--- config.mk ---
export PLATFORM = sky130hd
export DESIGN_NAME = stage_w
export DESIGN_NICKNAME = d
export VERILOG_FILES = /design/src/rtl/wb_pkg.sv /design/src/rtl/load_ext.sv /design/src/rtl/stage_w.sv
export SDC_FILE = /design/constraint.sdc
export NUM_CORES = 1
export LEC_CHECK = 0
export ABC_CLOCK_PERIOD_IN_PS = 2900
export BUFFER_PORTS_ARGS = -buffer_cell sky130_fd_sc_hd__buf_2
export CAP_MARGIN = 20
export CELL_PAD_IN_SITES_DETAIL_PLACEMENT = 1
export CELL_PAD_IN_SITES_GLOBAL_PLACEMENT = 1
export CORE_UTILIZATION = 46
export CTS_BUF_LIST = sky130_fd_sc_hd__clkbuf_4 sky130_fd_sc_hd__clkbuf_8
export DETAILED_ROUTE_END_ITERATION = 16
export GPL_TIMING_DRIVEN = 1
export PLACE_DENSITY_LB_ADDON = 0.05
export SLEW_MARGIN = 20
export SYNTH_ARGS = -nofsm -noshare
export SYNTH_HDL_FRONTEND = slang
export SYNTH_SLANG_ARGS = --single-unit
--- constraint.sdc ---
create_clock -name clk -period 2.9 [get_ports clk]
set_input_delay 0.145 -clock clk [delete_from_list [all_inputs] [get_ports clk]]
set_output_delay 0.145 -clock clk [all_outputs]
set_load 0.02 [all_outputs]
--- src/rtl/wb_pkg.sv ---
// Shared types for the writeback stage: result/load selectors and the M->W bundle.
package wb_pkg;

    typedef enum logic [1:0] {
        RES_ALU = 2'b00,
        RES_MEM = 2'b01,
        RES_PC4 = 2'b10,
        RES_RSV = 2'b11
    } result_src_t;

    typedef enum logic [2:0] {
        LT_B  = 3'b000,
        LT_H  = 3'b001,
        LT_W  = 3'b010,
        LT_BU = 3'b100,
        LT_HU = 3'b101
    } load_type_t;

    // Selector fields stay plain logic so reserved encodings can be carried unchanged.
    typedef struct packed {
        logic        valid;
        logic [31:0] alu_result;
        logic [31:0] pc_plus4;
        logic [4:0]  rd;
        logic        reg_write;
        logic [1:0]  result_src;
        logic [2:0]  load_type;
        logic        pc_src;
        logic        arm;
        logic [1:0]  offset;
    } mw_t;

endpackage

--- src/rtl/load_ext.sv ---
// Load-data lane selection and sign/zero extension for the writeback stage.
module load_ext
    import wb_pkg::*;
(
    input  logic [31:0] word,
    input  logic [1:0]  offset,
    input  logic [2:0]  ltype,
    output logic [31:0] result
);

    logic [7:0]  byte_v;
    logic [15:0] half_v;

    always_comb begin
        case (offset)
            2'd0:    byte_v = word[7:0];
            2'd1:    byte_v = word[15:8];
            2'd2:    byte_v = word[23:16];
            default: byte_v = word[31:24];
        endcase
        half_v = offset[1] ? word[31:16] : word[15:0];
    end

    // Reserved load types fall through to a full-word load.
    always_comb begin
        case (ltype)
            LT_B:    result = {{24{byte_v[7]}}, byte_v};
            LT_H:    result = {{16{half_v[15]}}, half_v};
            LT_BU:   result = {24'd0, byte_v};
            LT_HU:   result = {16'd0, half_v};
            default: result = word;
        endcase
    end

endmodule

--- src/rtl/stage_w.sv ---
// Writeback stage: M->W register, stall-safe load-data capture, result select,
// qualified register/PC writes and the retired-instruction counter.
module stage_w
    import wb_pkg::*;
#(
    parameter int XLEN = 32,
    parameter int CNTW = 64
) (
    input  logic            clk,
    input  logic            rst,
    input  logic            ValidM,
    input  logic [XLEN-1:0] ALUResultM,
    input  logic [XLEN-1:0] PCPlus4M,
    input  logic [4:0]      RdM,
    input  logic            RegWriteM,
    input  logic [1:0]      ResultSrcM,
    input  logic [2:0]      LoadTypeM,
    input  logic            PCSrcM,
    input  logic            armM,
    input  logic [XLEN-1:0] ReadDataW,
    input  logic            StallW,
    input  logic            FlushW,
    output logic [XLEN-1:0] ResultW,
    output logic [4:0]      RdW,
    output logic            RegWriteW,
    output logic            PCSrcW,
    output logic            armW,
    output logic            ValidW,
    output logic [CNTW-1:0] InstRetW
);

    mw_t             mw_d, mw_q;
    logic [XLEN-1:0] cap_d, cap_q;
    logic            held_d, held_q;
    logic [CNTW-1:0] inst_ret_d, inst_ret_q;
    logic [XLEN-1:0] load_word;
    logic [XLEN-1:0] load_val;

    always_comb begin
        mw_d = mw_q;
        if (FlushW) begin
            mw_d = '0;
        end else if (!StallW) begin
            mw_d.valid      = ValidM;
            mw_d.alu_result = ALUResultM;
            mw_d.pc_plus4   = PCPlus4M;
            mw_d.rd         = RdM;
            mw_d.reg_write  = RegWriteM;
            mw_d.result_src = ResultSrcM;
            mw_d.load_type  = LoadTypeM;
            mw_d.pc_src     = PCSrcM;
            mw_d.arm        = armM;
            mw_d.offset     = ALUResultM[1:0];
        end
    end

    // The RAM output moves on during a stall, so the first stalled edge snapshots it.
    always_comb begin
        cap_d  = cap_q;
        held_d = 1'b0;
        if (StallW && !FlushW) begin
            held_d = 1'b1;
            if (!held_q) cap_d = ReadDataW;
        end
    end

    always_comb begin
        inst_ret_d = inst_ret_q;
        if (mw_q.valid && !StallW && !FlushW)
            inst_ret_d = inst_ret_q + {{(CNTW-1){1'b0}}, 1'b1};
    end

    always_ff @(posedge clk or negedge rst) begin
        if (!rst) begin
            mw_q       <= '0;
            cap_q      <= '0;
            held_q     <= 1'b0;
            inst_ret_q <= '0;
        end else begin
            mw_q       <= mw_d;
            cap_q      <= cap_d;
            held_q     <= held_d;
            inst_ret_q <= inst_ret_d;
        end
    end

    assign load_word = held_q ? cap_q : ReadDataW;

    load_ext u_load_ext (
        .word   (load_word),
        .offset (mw_q.offset),
        .ltype  (mw_q.load_type),
        .result (load_val)
    );

    always_comb begin
        case (mw_q.result_src)
            RES_MEM: ResultW = load_val;
            RES_PC4: ResultW = mw_q.pc_plus4;
            default: ResultW = mw_q.alu_result;
        endcase
    end

    assign RdW       = mw_q.rd;
    assign armW      = mw_q.arm;
    assign ValidW    = mw_q.valid;
    assign RegWriteW = mw_q.reg_write & mw_q.valid & ~(~mw_q.arm & (mw_q.rd == 5'd0));
    assign PCSrcW    = mw_q.pc_src & mw_q.valid & mw_q.arm;
    assign InstRetW  = inst_ret_q;

endmodule

==> summary.md <==
| Metric | Value |
|---|---|
| Outcome | finished, final reports clean |
| Post-synth cell types | 51 |
| Remaining antenna violation count | 0 |
| Clock Tree Root | clkbuf_8 |
| WL per Instance | 20.01 um |
| Sequential power share | 48.7% |
| Core footprint | 19400 um^2 |
| Fraction of layout cells with a size suffix above 1 | 28.77% |
| Critical Path RT | 2760 ps |
| Fraction of the cycle the final worst path needs | 95.73% |
| Logic pwr share | 19.0% |
| Sequential share of the synthesized area | 48.13% |
| Clock sink count | 175 |
| IO Port Bufs | 218 |
| Multi-input gate area | 4392 um^2 |
| Worst slew margin | 37.77% |
| Sequential cell area | 4384 um^2 |
| Die area | 20350 um^2 |
| Syn Inst Count | 882 |
| P_sw | 0.001709 W |
| Grt ovf | 0 |
| Max cap viols | 0 |
| Final min period | 2776 ps |
| Max-slew violations | 0 |
| DR vias/cell | 5.368 |
| Lkg Pwr | 5.910 nW |
| Hpwl dp | 19760 um |
| Number of remaining DRC errors | 0 |
| Total global-route track usage | 30.35% |
| FILL cells | 2221 |
| Transition time of the tightest slew-check pin | 933.4 ps |
| CTS Buf Count | 17 |
| TritonRoute pass-1 iters | 4 |
| EDFF count, synth | 0 |
| Predominant post-synthesis flop cell | dfrtp_1 |
| Critical Path End Type | primary output |
| Area post-placement | 10460 um^2 |
| Drt initial violations | 436 |
| Syn_area_per_cell | 10.32 um^2 |
| Die height | 142.6 um |
| Worst endpoint data arrival time | 2630 ps |
| Layout area overhead | 32.32% |
| TritonCTS clock tree | built |
| Largest net degree at the start of global routing | 79 |
| Final Cell Area | 12040 um^2 |
| Class of the worst hold path | input pin to flop |
| Commonest non-fill, non-tap cell in the layout | buf_2 |
| Initial antenna violation count | 1 |
| First-pass GRT wire length | 46730 um |
| Vias | 7940 |
| Clock power share | 32.3% |
| Int Power | 0.003913 W |
| Most frequent cells in the layout | 216 x buf_2, 173 x dfrtp_1, 127 x nor2_1, 110 x dlygate4sd3_1, 94 x mux2i_1 |
| I/O Pins | 219 |
| Fraction of registers with async set/reset | 100.0% |
| Clk slew on worst S/H paths | 100 ps |
| RD Place Congestion | 0.8991 |
| Rows | 51 |
| Final hold viol count | 0 |
| Peak supply drop | 0.2774 mV |
| RSZ-0062 raised after global routing | no |
| CP Max Fanout | 16 |
| Sw frac | 30.39% |
| Vias in the first global route | 8624 |
| WL final | 29600 um |
| Clock skew | 11.90 ps |
| Longest Clk Path Bufs | 2 |
| Synth Cell Area | 9099 um^2 |
| Initial Util | 46.90% |
| Endpoints failing setup | 0 |
| Final net count | 1317 |
| Post-Syn Nets | 999 |
| DIE WIDTH | 142.6 um |
| Startpoint types | flop |
| PwrDens | 466.9 nW/um^2 |
| Post-synthesis register bit count | 175 |
| Worst-Skew Late Latency | 480 ps |
| Max H-tree Level | 4 |
| Fmax | 0.3602 GHz |
| Syn. warnings | 0 |
| Setup TNS | 0 ps |
| WS Path Type | flop to primary output |
==> cell type report <==
type                       count  share of cell area, %
antenna                        1                0.02079
clock buffer                  18                  2.058
clock inverter                14                  1.434
inverter                      16                 0.4989
multi-input combinational    634                  36.48
sequential                   175                  36.42
tap                          265                  2.754
timing repair buffer         356                  20.34
==> registers in the layout, indices dropped and copies added (netlist names) <==
signal and cells:
armW 1, RdW 5, cap_q 32, held_q 1, InstRetW 64, mw_q 71
ValidW 1
==> synthesized netlist by cell type, types with 4 or more instances <==
master	n	area, um^2
dfrtp_1	175	4379
nor2_1	128	480.5
mux2i_1	94	940.9
nand2_1	72	270.3
mux2_2	42	473.0
xor2_1	33	289.0
xnor2_1	30	262.8
a21oi_1	26	130.1
clkbuf_1	26	97.59
nor3_1	26	130.1
nand3_1	24	120.1
a211oi_1	20	150.1
o21ai_0	19	95.09
nand4_1	18	112.6
inv_1	16	60.06
buf_2	14	70.07
nor2b_1	13	81.33
o21ai_2	10	87.58
and2_1	9	56.30
buf_1	9	33.78
and3_1	8	50.05
o221ai_1	8	70.07
nor4_1	7	43.79
mux4_2	6	135.1
buf_4	5	37.54
nand2b_1	5	31.28
and4_1	4	35.03
==> critical path: stages, from the launching register on <==
cell and delay (ps):
dfrtp_4 480, mux4_2 570, nor2b_4 150, nor3_4 50, buf_4 160, o31ai_4 250
buf_12 200, o21ai_0 120, buf_2 180
==> timing repair <==
item | CTS | global route
hold endpoints to repair | 166 | 0
hold buffers | 110 | 0
buffers inserted | 0 | 7
setup endpoints to repair | 0 | 22
gates resized for setup | 0 | 3
==> stage by stage <==
stage	total power (W)	instances	hold slack [ps]	setup WS, ps	utilization, %
after floorplan	0.003314	882	-150.6	860.9	-
after global placement	0.003672	1329	157.9	592.9	53.92
after detailed placement	0.003697	1329	159.1	542.7	53.92
after CTS	0.005637	1471	19.22	37.78	61.76
after global routing	0.005877	1479	52.23	21.13	62.06
final	0.005621	1479	34.50	123.7	62.06
==> cells by family (layout without fill, tap and decap cells) <==
family | Yosys count | after routing | synth area share (%)
xor gates and xnor gates | 63 | 63 | 6.064
other | 0 | 1 | 0
buffers and inverters | 73 | 404 | 3.658
DFF | 175 | 175 | 48.13
AOI/OAI and AO/OA | 100 | 100 | 7.604
muxes | 142 | 142 | 17.02
and+or+nand+nor | 326 | 326 | 17.11
adders and majority gates | 3 | 3 | 0.4126
==> power by group through the flow <==
stage          logic [W]  clock network, W  registers (W)
5_1_grt          0.00115           0.00196        0.00276
3_3_place_gp    0.000895                 0        0.00278
6_report         0.00107           0.00181        0.00274
3_5_place_dp    0.000914                 0        0.00278
2_1_floorplan   0.000560                 0        0.00275
4_1_cts          0.00104           0.00186        0.00274
==> metal layers <==
layer	routed length [um]	share of wire (%)	global-route usage, %	vias to the layer above
met3	1378	4.7	6.271	50
li1	-	-	-	3705
met2	15250	52	52.14	212
met1	12230	41	37.80	3973
met4	740	2.5	10.75	0
met5	0	0	0	-
==> worst paths after layout <==
path                              start            to  slack [ps]  cells after the start
setup / recovery                 held_q   ResultW[22]         120                      8
hold / removal                   FlushW   InstRetW[2]          30                      4
setup reg to reg                 ValidW  InstRetW[63]         640                      5
hold reg to reg            InstRetW[63]  InstRetW[63]         470                      1
max in group asynchronous           rst      mw_q[48]        1850                      3
min in group asynchronous           rst      mw_q[42]         200                      2
No activity file was read; power rests on OpenSTA's default activity.
